**config.mk**
```make
export PLATFORM = sky130hd
export DESIGN_NAME = ps2_kbd_cmd_ctrl
export DESIGN_NICKNAME = d
export VERILOG_FILES = /design/src/rtl/ps2_pkg.sv /design/src/rtl/ps2_kbd_fifo.sv /design/src/rtl/ps2_kbd_cmd_ctrl.sv
export SDC_FILE = /design/constraint.sdc
export NUM_CORES = 1
export LEC_CHECK = 0
export BUFFER_PORTS_ARGS = -buffer_cell sky130_fd_sc_hd__buf_2
export CELL_PAD_IN_SITES_DETAIL_PLACEMENT = 0
export CELL_PAD_IN_SITES_GLOBAL_PLACEMENT = 1
export CORE_ASPECT_RATIO = 0.6
export CORE_MARGIN = 2
export CORE_UTILIZATION = 32
export CTS_BUF_LIST = sky130_fd_sc_hd__clkbuf_4
export DETAILED_ROUTE_END_ITERATION = 8
export HOLD_SLACK_MARGIN = 0.1
export PLACE_DENSITY = 0.51
export SYNTH_ARGS = -nofsm -noshare
export SYNTH_HDL_FRONTEND = slang
export SYNTH_HIERARCHICAL = 1
export SYNTH_SLANG_ARGS = --single-unit
```
**constraint.sdc**
```tcl
create_clock -name clk -period 2.9 [get_ports clk]
set_clock_uncertainty 0.15 [all_clocks]
set_input_delay 0.58 -clock clk [delete_from_list [all_inputs] [get_ports clk]]
set_output_delay 0.58 -clock clk [all_outputs]
set_load 0.05 [all_outputs]
```
**src/rtl/ps2_pkg.sv**
```systemverilog
// Shared definitions for the PS/2 keyboard command controller: FSM states and
// the command/response byte values exchanged with the keyboard.
package ps2_pkg;

   typedef enum logic [2:0] {
      ST_IDLE,
      ST_SEND,
      ST_WAIT_TX,
      ST_WAIT_RESP,
      ST_WAIT_BAT,
      ST_ERR
   } state_t;

   localparam logic [7:0] CMD_RESET    = 8'hFF;
   localparam logic [7:0] CMD_SET_LED  = 8'hED;
   localparam logic [7:0] RSP_ACK      = 8'hFA;
   localparam logic [7:0] RSP_RESEND   = 8'hFE;
   localparam logic [7:0] RSP_BAT_OK   = 8'hAA;
   localparam logic [7:0] RSP_BAT_FAIL = 8'hFC;

   function automatic logic is_kbd_response(input logic [7:0] b);
      return (b == RSP_ACK) || (b == RSP_RESEND) || (b == RSP_BAT_OK) || (b == RSP_BAT_FAIL);
   endfunction

endpackage

```
**src/rtl/ps2_kbd_fifo.sv**
```systemverilog
// Scancode FIFO: synchronous write, combinational head, sticky overflow flag.
// A push on a full FIFO is accepted when a pop happens in the same cycle.
module ps2_kbd_fifo #(
   parameter int DEPTH = 16
) (
   input  logic       clk,
   input  logic       reset,
   input  logic       i_wr,
   input  logic [7:0] i_wr_data,
   input  logic       i_rd,
   output logic       o_valid,
   output logic [7:0] o_data,
   output logic       o_overflow
);

   localparam int AW = $clog2(DEPTH);

   logic [7:0]  r_mem [DEPTH];
   logic [AW:0] r_wr_ptr;
   logic [AW:0] r_rd_ptr;
   logic        r_overflow;
   logic        w_empty;
   logic        w_full;
   logic        w_pop;
   logic        w_push;

   assign w_empty = (r_wr_ptr == r_rd_ptr);
   assign w_full  = (r_wr_ptr[AW] != r_rd_ptr[AW]) && (r_wr_ptr[AW-1:0] == r_rd_ptr[AW-1:0]);
   assign w_pop   = i_rd && !w_empty;
   assign w_push  = i_wr && (!w_full || w_pop);

   // NOTE: storage has no reset; the pointers alone define which entries are valid.
   always_ff @(posedge clk) begin
      if (w_push) r_mem[r_wr_ptr[AW-1:0]] <= i_wr_data;
   end

   // NOTE: sequential state uses non-blocking assignments so every register sees pre-edge values.
   always_ff @(posedge clk or negedge reset) begin
      if (!reset) begin
         r_wr_ptr   <= '0;
         r_rd_ptr   <= '0;
         r_overflow <= 1'b0;
      end else begin
         if (w_push) r_wr_ptr <= r_wr_ptr + 1'b1;
         if (w_pop)  r_rd_ptr <= r_rd_ptr + 1'b1;
         if (i_wr && !w_push) r_overflow <= 1'b1;
      end
   end

   assign o_valid    = !w_empty;
   assign o_data     = w_empty ? 8'h00 : r_mem[r_rd_ptr[AW-1:0]];
   assign o_overflow = r_overflow;

endmodule

```
**src/rtl/ps2_kbd_cmd_ctrl.sv**
```systemverilog
// PS/2 keyboard command controller: issues reset (FF) and LED (ED + arg) commands
// with retry/timeout handling, and buffers scancodes. Option: PS2_KBD_AUTO_INIT_EN.
module ps2_kbd_cmd_ctrl
   import ps2_pkg::*;
#(
   parameter logic [19:0] ACK_TIMEOUT = 20'd800000,
   parameter int          MAX_RETRY   = 3,
   parameter int          FIFO_DEPTH  = 16
) (
   input  logic       clk,
   input  logic       reset,
   input  logic       rst_req,
   input  logic       led_req,
   input  logic [2:0] led_val,
   output logic       tx_valid,
   output logic [7:0] tx_data,
   input  logic       tx_ready,
   input  logic       tx_done,
   input  logic       tx_noack,
   input  logic       rx_strobe,
   input  logic [7:0] rx_data,
   output logic       key_valid,
   output logic [7:0] key_data,
   input  logic       key_ready,
   output logic       busy,
   output logic       kbd_err,
   output logic       overflow
);

   localparam int RW = $clog2(MAX_RETRY + 2);

   state_t        r_state;
   state_t        w_next;
   logic          r_rst_pend;
   logic          r_led_pend;
   logic [2:0]    r_led_val;
   logic          r_cmd_rst;
   logic          r_is_arg;
   logic [7:0]    r_tx_byte;
   logic [RW-1:0] r_retry;
   logic [19:0]   r_tmo;
   logic          r_kbd_err;

   logic w_init, w_in_wait, w_rx_resp, w_rx_ack, w_rx_resend, w_rx_bat_ok, w_rx_bat_fail;
   logic w_timeout, w_retry, w_retry_over, w_accept_rst, w_accept_led, w_next_byte, w_fifo_wr;

`ifdef PS2_KBD_AUTO_INIT_EN
   logic r_init;
   always_ff @(posedge clk or negedge reset) begin
      if (!reset) r_init <= 1'b1;
      else        r_init <= 1'b0;
   end
   assign w_init = r_init;
`else
   assign w_init = 1'b0;
`endif

   assign w_in_wait     = (r_state == ST_WAIT_RESP) || (r_state == ST_WAIT_BAT);
   assign w_rx_resp     = rx_strobe && w_in_wait && is_kbd_response(rx_data);
   assign w_rx_ack      = w_rx_resp && (rx_data == RSP_ACK);
   assign w_rx_resend   = w_rx_resp && (rx_data == RSP_RESEND);
   assign w_rx_bat_ok   = w_rx_resp && (rx_data == RSP_BAT_OK);
   assign w_rx_bat_fail = w_rx_resp && (rx_data == RSP_BAT_FAIL);
   assign w_timeout     = (r_tmo == ACK_TIMEOUT);
   assign w_retry_over  = (r_retry == RW'(MAX_RETRY));
   assign w_retry       = ((r_state == ST_WAIT_TX) && tx_noack && !tx_done) ||
                          ((r_state == ST_WAIT_RESP) && !w_rx_ack && (w_rx_resend || w_timeout));
   assign w_accept_rst  = (r_state == ST_IDLE) && r_rst_pend;
   assign w_accept_led  = (r_state == ST_IDLE) && !r_rst_pend && r_led_pend;
   assign w_next_byte   = (r_state == ST_WAIT_RESP) && w_rx_ack && !r_cmd_rst && !r_is_arg;
   assign w_fifo_wr     = rx_strobe && !w_rx_resp;

   always_ff @(posedge clk or negedge reset) begin
      if (!reset) r_state <= ST_IDLE;
      else        r_state <= w_next;
   end

   // NOTE: default assignment first so every path drives w_next and no latch is inferred.
   always_comb begin
      w_next = r_state;
      unique case (r_state)
         ST_IDLE:      if (r_rst_pend || r_led_pend) w_next = ST_SEND;
         ST_SEND:      if (tx_ready) w_next = ST_WAIT_TX;
         ST_WAIT_TX: begin
            if (tx_done)      w_next = ST_WAIT_RESP;
            else if (w_retry) w_next = w_retry_over ? ST_ERR : ST_SEND;
         end
         ST_WAIT_RESP: begin
            if (w_rx_ack) begin
               if (r_cmd_rst)     w_next = ST_WAIT_BAT;
               else if (r_is_arg) w_next = ST_IDLE;
               else               w_next = ST_SEND;
            end else if (w_retry) begin
               w_next = w_retry_over ? ST_ERR : ST_SEND;
            end
         end
         ST_WAIT_BAT: begin
            if (w_rx_bat_ok)                     w_next = ST_IDLE;
            else if (w_rx_bat_fail || w_timeout) w_next = ST_ERR;
         end
         ST_ERR:       w_next = ST_IDLE;
         default:      w_next = ST_IDLE;
      endcase
   end

   always_comb begin
      tx_valid = (r_state == ST_SEND);
      busy     = (r_state != ST_IDLE);
   end

   always_ff @(posedge clk or negedge reset) begin
      if (!reset) begin
         r_rst_pend <= 1'b0;
         r_led_pend <= 1'b0;
         r_led_val  <= 3'b000;
         r_cmd_rst  <= 1'b0;
         r_is_arg   <= 1'b0;
         r_tx_byte  <= 8'h00;
         r_retry    <= '0;
         r_tmo      <= '0;
         r_kbd_err  <= 1'b0;
      end else begin
         r_rst_pend <= rst_req || w_init || (r_rst_pend && !w_accept_rst);
         r_led_pend <= led_req || w_init || (r_led_pend && !w_accept_led);
         if (led_req)     r_led_val <= led_val;
         else if (w_init) r_led_val <= 3'b000;

         if (w_accept_rst) begin
            r_tx_byte <= CMD_RESET;
            r_cmd_rst <= 1'b1;
            r_is_arg  <= 1'b0;
         end else if (w_accept_led) begin
            r_tx_byte <= CMD_SET_LED;
            r_cmd_rst <= 1'b0;
            r_is_arg  <= 1'b0;
         end else if (w_next_byte) begin
            r_tx_byte <= {5'b00000, r_led_val};
            r_is_arg  <= 1'b1;
         end

         if (w_accept_rst || w_accept_led || w_next_byte) r_retry <= '0;
         else if (w_retry && !w_retry_over)               r_retry <= r_retry + RW'(1);

         // Restarts on every state change, so each wait state begins counting from zero.
         if (w_next != r_state) r_tmo <= '0;
         else if (!w_timeout)   r_tmo <= r_tmo + 20'd1;

         if (w_next == ST_ERR)                           r_kbd_err <= 1'b1;
         else if ((r_state == ST_WAIT_BAT) && w_rx_bat_ok) r_kbd_err <= 1'b0;
      end
   end

   assign tx_data = r_tx_byte;
   assign kbd_err = r_kbd_err;

   ps2_kbd_fifo #(.DEPTH(FIFO_DEPTH)) u_fifo (
      .clk        (clk),
      .reset      (reset),
      .i_wr       (w_fifo_wr),
      .i_wr_data  (rx_data),
      .i_rd       (key_ready),
      .o_valid    (key_valid),
      .o_data     (key_data),
      .o_overflow (overflow)
   );

endmodule

```
## After elaboration in Yosys (flattened, before gate mapping)

Memory sizes are Yosys's and may differ from the RTL's.
Index checks and enable logic that the tools add are counted.

- Input port bits: 20
- Memories: 1
- Logic and storage cells: 118
- Register bits: 53
- RAM bits: 128

- Equal/unequal tests: 16
- $add $sub $neg: 4
- Muxes and demuxes: 28
- Reductions and logical operators: 56

Memory list:

| memory | depth | width | rd ports | clocked after memory_dff | wr ports | RTL line | source |
|---|---|---|---|---|---|---|---|
| u_fifo.r_mem | 16 | 8 | 1 | 0 | 1 | ps2_kbd_fifo.sv:18 | `logic [7:0] r_mem [DEPTH];` |

Operators by type and width:

| cell | count |
|---|---|
| $mux 20 | 2 |
| $mux 3 | 11 |
| $eq 8x8->1 const B | 4 |
| $mux 8 | 4 |
| $logic_and 1x1->1 | 25 |
| $add 20x1->20 const B | 1 |
| $eq 20x20->1 const B | 1 |
| $pmux 3 s5 | 1 |
| $logic_or 1x1->1 | 13 |
| $logic_not 1->1 | 12 |
| $add 5x1->5 const B | 2 |
| $mux 1 | 10 |
| $eq 3x2->1 const B | 3 |
| $eq 3x3->1 const B | 2 |
| $reduce_bool 2->1 | 3 |
| $reduce_bool 3->1 | 2 |
| $eq 5x5->1 | 1 |
| $eq 4x4->1 | 1 |
| $add 3x1->3 const B | 1 |
| $eq 3x1->1 const B | 1 |
| $logic_not 3->1 | 1 |
| $ne 3x3->1 | 1 |
| $ne 2x1->1 const B | 1 |
| $ne 1x1->1 | 1 |

## Longest topological paths before layout

Gate-level depths: netlist of the first run.

- Depth after elaboration: 15
- Mapped depth: 8
- Depth with buffers taken out: 7

## Cells and area by module

Netlist of the first run, hierarchy kept.

Modules (own cells, without submodules):

| module | area each (um^2) | cells each | instances |
|---|---|---|---|
| ps2_kbd_fifo | 5,580.4 | 271 | 1 |
| ps2_kbd_cmd_ctrl | 2,364.8 | 233 | 1 |

## Least setup slack after synthesis of the first run

OpenSTA, ideal clock, no wires.

- Path kind: reg2out
- From: reg u_fifo.r_rd_ptr[1]
- To: out key_data[3]
- Data required time: 2.170 ns
- Setup slack: 0.229 ns
- Stages on the path, launching flop included: 6
- Data arrival time: 1.941 ns
- Cells stage by stage: dfrtp_1 > buf_4 > clkbuf_1 > mux4_2 > a22oi_1 > a21oi_1

- Cells in the longest elaborated chain, start to end: 2
- Elaborated cells on any way between the ends: 3

RTL lines:

| item | RTL line | source |
|---|---|---|
| from (decl) | ps2_kbd_fifo.sv:20 | `logic [AW:0] r_rd_ptr;` |
| from (signal assigned) | ps2_kbd_fifo.sv:45 | `if (w_pop) r_rd_ptr <= r_rd_ptr + 1'b1;` |
| $mem_v2 16x8 or $eq 5x5->1 (tied branches) | n/a |  |
| $mux 8 * | ps2_kbd_fifo.sv:51 | `assign o_data = w_empty ? 8'h00 : r_mem[r_rd_ptr[AW-1:0]];` |
| to (decl) | ps2_kbd_cmd_ctrl.sv:23 | `output logic [7:0] key_data,` |

Mark *: on every way between the ends. The rest lies on a longest branch, timed or not.

## Worst setup path after layout of the first run

- From: reg u_fifo.r_rd_ptr[0]
- To: out key_data[4]

The elaborated chain is that of the path after synthesis.

==> summary.txt, run 1 <==
Worst setup path
  • Crit Reg-Reg Startpoint: r_state[2]$_DFF_PN0_
  • Crit-path most repeated cell: buf_12
  • Crit-path max cell delay: approximately 550 ps
  • Type of element capturing the critical path: output port
  • CP Buf/Inv Count: 3
  • Reg2Reg Setup Slack: 270 ps
  • Required time worst endpoint: about 2200 ps
  • Slowest CP cell: mux4_2
  • WP data arrival: 2350 ps
  • Critical path's top delay family: multiplexers
  • Setup crit start: u_fifo/r_rd_ptr[0]$_DFFE_PN0P_
  • Reg2reg path depth: 6
  • Reg2Reg Capture Point: u_fifo/r_mem[15][6]$_DFFE_PP_
  • CP Cell Sequence: buf_12, buf_12, mux4_2, a22oi_2, a21oi_1, buf_4
  • Worst-path fanout max: 7
  • CP Launch Type: flop
  • Crit Path Category: flop to output port

Hold path
  • Worst hold start: rx_data[1]
  • Hold crit path type: input pin to flop
  • Hold depth: 1
  • Hold EP: u_fifo/r_mem[7][1]$_DFFE_PP_

Routing
  • Wire length per cell: ~20 µm
  • Post-Route WL: ~19 mm
  • Initial DRC Count: ~310
  • Via count: about 4600
  • Antenna-violating nets left: 0
  • Vias per inst: around 5
  • # DRC: 0
  • Drt first pass iters: 4

Final layout
  • Final-stage net count: 628
  • Util after Layout: 39.2%
  • Antenna Diode Count: 0
  • Area of the multi-input gates: 2720 µm²
  • Fraction of layout cells with a size suffix above 1: 35.5%
  • Syn-to-layout area delta: 19.8%
  • Storage element area: 5100 µm²
  • Fill cells: around 2300

Floorplan
  • Ports: 41
  • Starting Density: 32.7%
  • Die area: 26100 µm²
  • Std cell rows: 44
  • Die Wd: 207 µm
  • Die H: ~130 µm
  • Core area: between 20000 and 25000 µm²

Outcome
  • Violated checks: setup timing
  • Status: complete, but fails checks

Placement
  • DP HPWL: approximately 13 mm
  • PortBufs: 40
  • GPL Wtd Cong: approximately 0.77

Power
  • Lkg Pwr: ~3.4 nW
  • PD cells: between 900 and 1000 nW/µm²
  • Max rail drop VDD: 442 µV

Global routing
  • First-pass GRT wire length: a little under 30 mm
  • Vias in the first global route: approximately 4700
  • Initial antenna violation count: 0
  • Congestion Overflow GR: 0
  • Largest net degree at the start of global routing: 37
  • All-Layer GR Usage: 15.2%

Yosys
  • Post-synthesis cell area: 7950 µm²
  • Synthesized Nets: approximately 530
  • Top FF cell, synth: edfxtp_1
  • Post-synthesis cell type count: between 60 and 70
  • Post-synth EDFFs: about 130
  • Cells after synthesis: slightly above 500
  • Yosys Warn Count: 6
  • FFs w/ async S/R, synth: 28.1%
  • Post-synthesis register bit count: about 180
  • Synth Area per Inst: between 15 and 20 µm²
  • Register area share after synthesis: ~64%

Timing
  • Max-slew violations: 0
  • Hold Fails Final Rpt: 0
  • Unrepaired setup endpoints after global routing: yes
  • Worst setup slack after layout: -181 ps
  • Worst-Margin Slew: between 800 and 900 ps
  • Achievable Freq: about 320 MHz
  • Post-layout minimum cycle time: a little over 3000 ps
  • Slew margin rel.: 44.5%
  • Period utilization: 106%
  • Worst Hold Slack: between 150 and 200 ps
  • Final setup viols: 8

Clock tree
  • H-tree depth: 4
  • CTS tree: done
  • Root buf cell: clkbuf_4
  • Total CTS buffers: 17
  • Clk Latency, worst-skew pair: about 580 ps
  • CTS Buffer Depth: 2
  • Clk slew on worst S/H paths: roughly 140 ps
  • CTS sink count: 178

Flow run
  • Max-Cap Viols: 0
-- flip-flops by register name, indices dropped and copies added (netlist names) --
name	cells
kbd_err	1
r_led_val	3
u_fifo/r_wr_ptr	5
u_fifo/r_mem	128
r_led_pend	1
r_state	3
tx_data	5
u_fifo/r_rd_ptr	5
r_tmo	20
r_rst_pend	1
r_retry	3
r_is_arg	1
u_fifo/o_overflow	1
r_cmd_rst	1
-- repair_timing --
item | in CTS | in global routing
pin swaps | 14 | 10
hold buffers | 6 | 1
setup endpoints to repair | 9 | 9
setup buffers | 7 | 0
endpoints found under the hold margin | 39 | 2
gates resized for setup | 42 | 8
-- layer usage --
layer  GRT usage, %  vias up  share of wire [%]
met4           4.58        0                1.4
met2           20.1       87                 41
met1           24.1     2389                 52
met3           3.92       14                5.9
li1               -     2125                  -
met5              0        -                  0
-- final cells by class --
cell class	count	area share, %
Sequential cell	178	53.6
Clock buffer	20	1.58
Clock inverter	12	1.88
Timing Repair Buffer	99	9.51
Tap cell	322	4.23
Inverter	16	0.631
Multi-Input combinational cell	287	28.6
-- power breakdown --
part | switching, mW | internal (mW) | total (mW)
Clock | 0.875 | 0.720 | 1.59
Sequential | 0.246 | 3.07 | 3.32
Combinational | 2.52 | 1.85 | 4.38
Total | 3.64 | 5.64 | 9.29
-- cell usage after synthesis, drive strengths merged (15+ instances only) --
library cell | n | area (µm²)
mux4 | 32 | 721
dfrtp | 50 | 1250
edfxtp | 128 | 3840
nand2 | 17 | 63.8
inv | 16 | 60.1
xnor2 | 22 | 200
a22oi | 16 | 120
nor2 | 44 | 313
and3 | 15 | 93.8
buf | 17 | 156
a21oi | 17 | 85.1
-- layout by cell type, fill, tap and decap left out, drive strengths merged, types with 15 or more instances in the layout --
master,count
edfxtp,128
buf,92
dfrtp,50
nor2,44
mux4,32
xnor2,22
clkbuf,20
inv,19
nand2,17
a21oi,17
a22oi,16
and3,15
-- cells by family (layout without fill, tap and decap cells) --
family	count (synthesis)	in the layout	synth area share [%]
buf+inv	39	147	3.01
flops	178	178	64.1
xor+xnor	31	31	3.61
simple gates	136	136	11.2
fa+ha+maj	9	9	1.42
mux	42	42	10.5
compound gates	69	69	6.22
-- metrics by stage --
stage / instance area (µm²) / worst slack [ps] / TNS (ps) / power [mW] / cells
2_1_floorplan: 7950 / 229 / 0 / 6.07 / 504
3_3_place_gp: 8850 / 185 / 0 / 7.20 / 888
3_5_place_dp: 8850 / 191 / 0 / 7.24 / 888
4_1_cts: 9470 / -272 / -1980 / 9.34 / 933
5_1_grt: 9520 / -344 / -2660 / 9.79 / 934
6_report: 9520 / -181 / -1270 / 9.29 / 934
-- worst max path at each step --
stage	to	slack (ps)	depth (start not counted)
2_1_floorplan	key_data[3]	230	5
3_3_place_gp	u_fifo/r_mem[15][5]$_DFFE_PP_	190	7
3_5_place_dp	key_data[6]	190	6
4_1_cts	key_data[6]	-270	6
5_1_grt	key_data[4]	-340	6
6_report	key_data[4]	-180	6
(Power assumes the default switching activity.)
==> run 2: changes to the inputs <==
- ABC_AREA: default -> 1
- CORE_UTILIZATION: 32 -> 50
- PLACE_DENSITY: 0.51 -> 0.81
==> run 2 against run 1 <==
  * The flow still finishes with violations (setup timing)
  * Count of clock-buffer cells in the layout shrank 2
  * Sequential share of layout area shrank 3.8 points
  * Cell count grew 37%
  * Non-clock buffer count grew 9
  * First-iteration DRC count grew 100%
  * Setup slack gained 140 ps
  * Routed wire length grew 14%
  * Critical path depth grew 5
  * Largest cell class unchanged
==> summary.txt, run 2 <==
Clock tree
  • CTS Buffer Depth: 2
  • Clk Latency, worst-skew pair: 590 ps
  • CTS tree: done
  • Clk slew on worst S/H paths: 140 ps
  • Total CTS buffers: 17
  • H-tree depth: 4
  • Root buf cell: clkbuf_4
  • CTS sink count: around 180

Timing
  • Achievable Freq: 340 MHz
  • Period utilization: 101%
  • Setup TNS: -132 ps
  • Final setup viols: 7
  • Hold Fails Final Rpt: 0
  • Max-slew violations: 0
  • Unrepaired setup endpoints after global routing: yes
  • Slew margin rel.: around 67%
  • Post-layout minimum cycle time: between 2000 and 3000 ps
  • Worst setup slack after layout: -42.5 ps
  • Worst-Margin Slew: 489 ps

Yosys
  • Most frequent cell after synthesis: nand2_1
  • Yosys top cell area share: 44.9%
  • Largest cells by area after synthesis: edfxtp_1 45%, dfrtp_1 15%, nand2_1 14%, inv_1 5.8%, nand3_1 5.5%
  • Synthesized Nets: around 960
  • Dominant cell type by area after synthesis: edfxtp_1
  • Register area share after synthesis: 59.5%
  • Yosys Warn Count: 6
  • Top FF cell, synth: edfxtp_1
  • FFs w/ async S/R, synth: between 20% and 30%
  • Post-synthesis cell type count: 38
  • Cells after synthesis: around 930
  • Synth Area per Inst: 9.17 µm²
  • Post-synthesis cell area: 8570 µm²
  • Post-synth EDFFs: ~130
  • Post-synth top cells: 318 x nand2_1, 133 x inv_1, 128 x edfxtp_1
  • Post-synthesis register bit count: about 180

Routing
  • DR WL met3: 1.69 mm
  • Antenna-violating nets left: 0
  • Max Used Layer: met4
  • Met2 wirelength from detailed routing: 8.62 mm
  • WL met1: between 10 and 15 mm
  • # DRC: 0
  • Drt first pass iters: 6
  • Vias per inst: around 5
  • Initial DRC Count: 637
  • Post-Route WL: around 22 mm
  • Via count: ~6400
  • Wire length per cell: roughly 17 µm

Global routing
  • Congestion Overflow GR: 0
  • Vias in the first global route: 5836
  • All-Layer GR Usage: a little under a quarter
  • Largest net degree at the start of global routing: 34
  • First-pass GRT wire length: between 30 and 40 mm
  • Initial antenna violation count: 0

Floorplan
  • Ports: 41
  • Die H: approximately 110 µm
  • Starting Density: roughly 51%
  • Die area: roughly 18000 µm²
  • Core area: ~17000 µm²
  • Die Wd: 173 µm
  • Std cell rows: 37

Power
  • Switch share: a little over two fifths
  • Max rail drop VDD: between 600 and 700 µV
  • Net Sw Power: approximately 4.2 mW
  • Combinational fraction of design power: 50.2%
  • Pwr Total: a little under 10 mW
  • Internal: around 5.5 mW
  • Clk pwr share: between 10% and 20%
  • PD cells: about 950 nW/µm²
  • Lkg Pwr: around 4.6 nW
  • Sequential share of power: 33.4%

Final layout
  • Antenna Diode Count: 0
  • Final-stage net count: 1059
  • Commonest cells after routing, fill and taps aside: 303 x nand2_1, 132 x inv_1, 128 x edfxtp_1, 73 x nand3_1, 55 x nor2_1
  • Fraction of layout cells with a size suffix above 1: 21.3%
  • Commonest non-fill, non-tap cell in the layout: nand2_1
  • Non-filler cells in the finished layout: between 1000 and 1500
  • Design area: 10200 µm²
  • Syn-to-layout area delta: 19.5%
  • Largest register FFs: around 130

Hold path
  • Worst hold start: key_ready
  • Hold crit path type: input pin to flop

Worst setup path
  • CP Launch Type: flop
  • Crit Reg-Reg Startpoint: u_fifo/r_rd_ptr[0]$_DFFE_PN0P_
  • Type of element capturing the critical path: output port
  • Worst-path fanout max: 7
  • Required time worst endpoint: ~2200 ps
  • Crit Path Category: flop to output port
  • WP data arrival: roughly 2200 ps
  • Setup crit start: u_fifo/r_rd_ptr[0]$_DFFE_PN0P_

Placement
  • Placement Cell Area: a little over 9000 µm²
  • PortBufs: 40
  • DP HPWL: between 10 and 15 mm
  • Placed cells: roughly 1200
  • GPL Wtd Cong: 0.803

Outcome
  • Violated checks: setup timing
  • Status: complete, but fails checks

Flow run
  • Max-Cap Viols: 0
run 2: power by group through the flow:
stage / Clock (mW) / Sequential [mW] / Combinational [mW]
floorplan: 0 / 3.27 / 2.76
global placement: 0 / 3.29 / 3.84
detailed placement: 0 / 3.29 / 3.84
CTS: 1.62 / 3.24 / 4.06
global route: 1.71 / 3.29 / 5.26
finish: 1.59 / 3.26 / 4.89
run 2: logic make-up after synthesis:
family                     count (synthesis)  synth area share, %
xor gates and xnor gates                  22                 2.25
DFF                                      178                 59.5
AOI/OAI and AO/OA                         38                 2.57
adders and majority gates                  9                 1.31
muxes                                      1                0.131
and+or+nand+nor                          517                 26.1
buffers and inverters                    169                 8.16
run 2: final timing paths:
path	depth (start not counted)	slack, ps	endpoint
worst max-delay path	11	-40	key_data[5]
worst min-delay path	3	180	u_fifo/r_rd_ptr[3]$_DFFE_PN0P_
worst max register to register	9	390	u_fifo/r_mem[1][5]$_DFFE_PP_
worst min register to register	2	340	tx_data[4]$_DFFE_PN0P_
max in group asynchronous	3	1630	u_fifo/r_rd_ptr[2]$_DFFE_PN0P_
min in group asynchronous	2	300	r_tmo[11]$_DFFE_PN0P_
run 2: layout make-up:
type / count / area, µm²
Sequential cell: 178 / 5100
Timing Repair Buffer: 108 / 986
Tap cell: 234 / 293
Multi-Input combinational cell: 587 / 3000
Inverter: 138 / 531
Fill cell: 1483 / 6710
Clock inverter: 14 / 199
Clock buffer: 18 / 135
run 2: critical path, cell delays in order (launching register included):
cell,delay (ps)
dfrtp_2,480
clkinv_4,90
clkbuf_16,140
buf_8,120
buf_12,110
nand2_4,40
nand2_2,60
nand2_1,50
nand3_1,90
nand3_1,100
a21oi_2,180
buf_6,180
run 2: routing by layer:
| metal | up-vias | GRT usage [%] |
|---|---|---|
| met1 | 2986 | 39.2 |
| met5 | - | 0 |
| li1 | 3147 | - |
| met2 | 239 | 32.4 |
| met3 | 16 | 3.90 |
| met4 | 0 | 6.17 |
run 2: repair_timing:
action | CTS | global route
gates cloned | 1 | 3
hold endpoints to repair | 25 | 0
setup endpoints to repair | 8 | 9
setup buffers | 1 | 9
resized for setup | 15 | 77
hold buffers | 14 | 0
pin swaps | 0 | 21
run 2: stage by stage:
step	hold WS (ps)	worst slack [ps]	utilization (%)
after CTS	141	0.633	57.7
after detailed placement	311	320	54.4
after global routing	166	-135	60.4
final	176	-42.5	60.4
after floorplan	134	181	-
after global placement	307	361	54.4
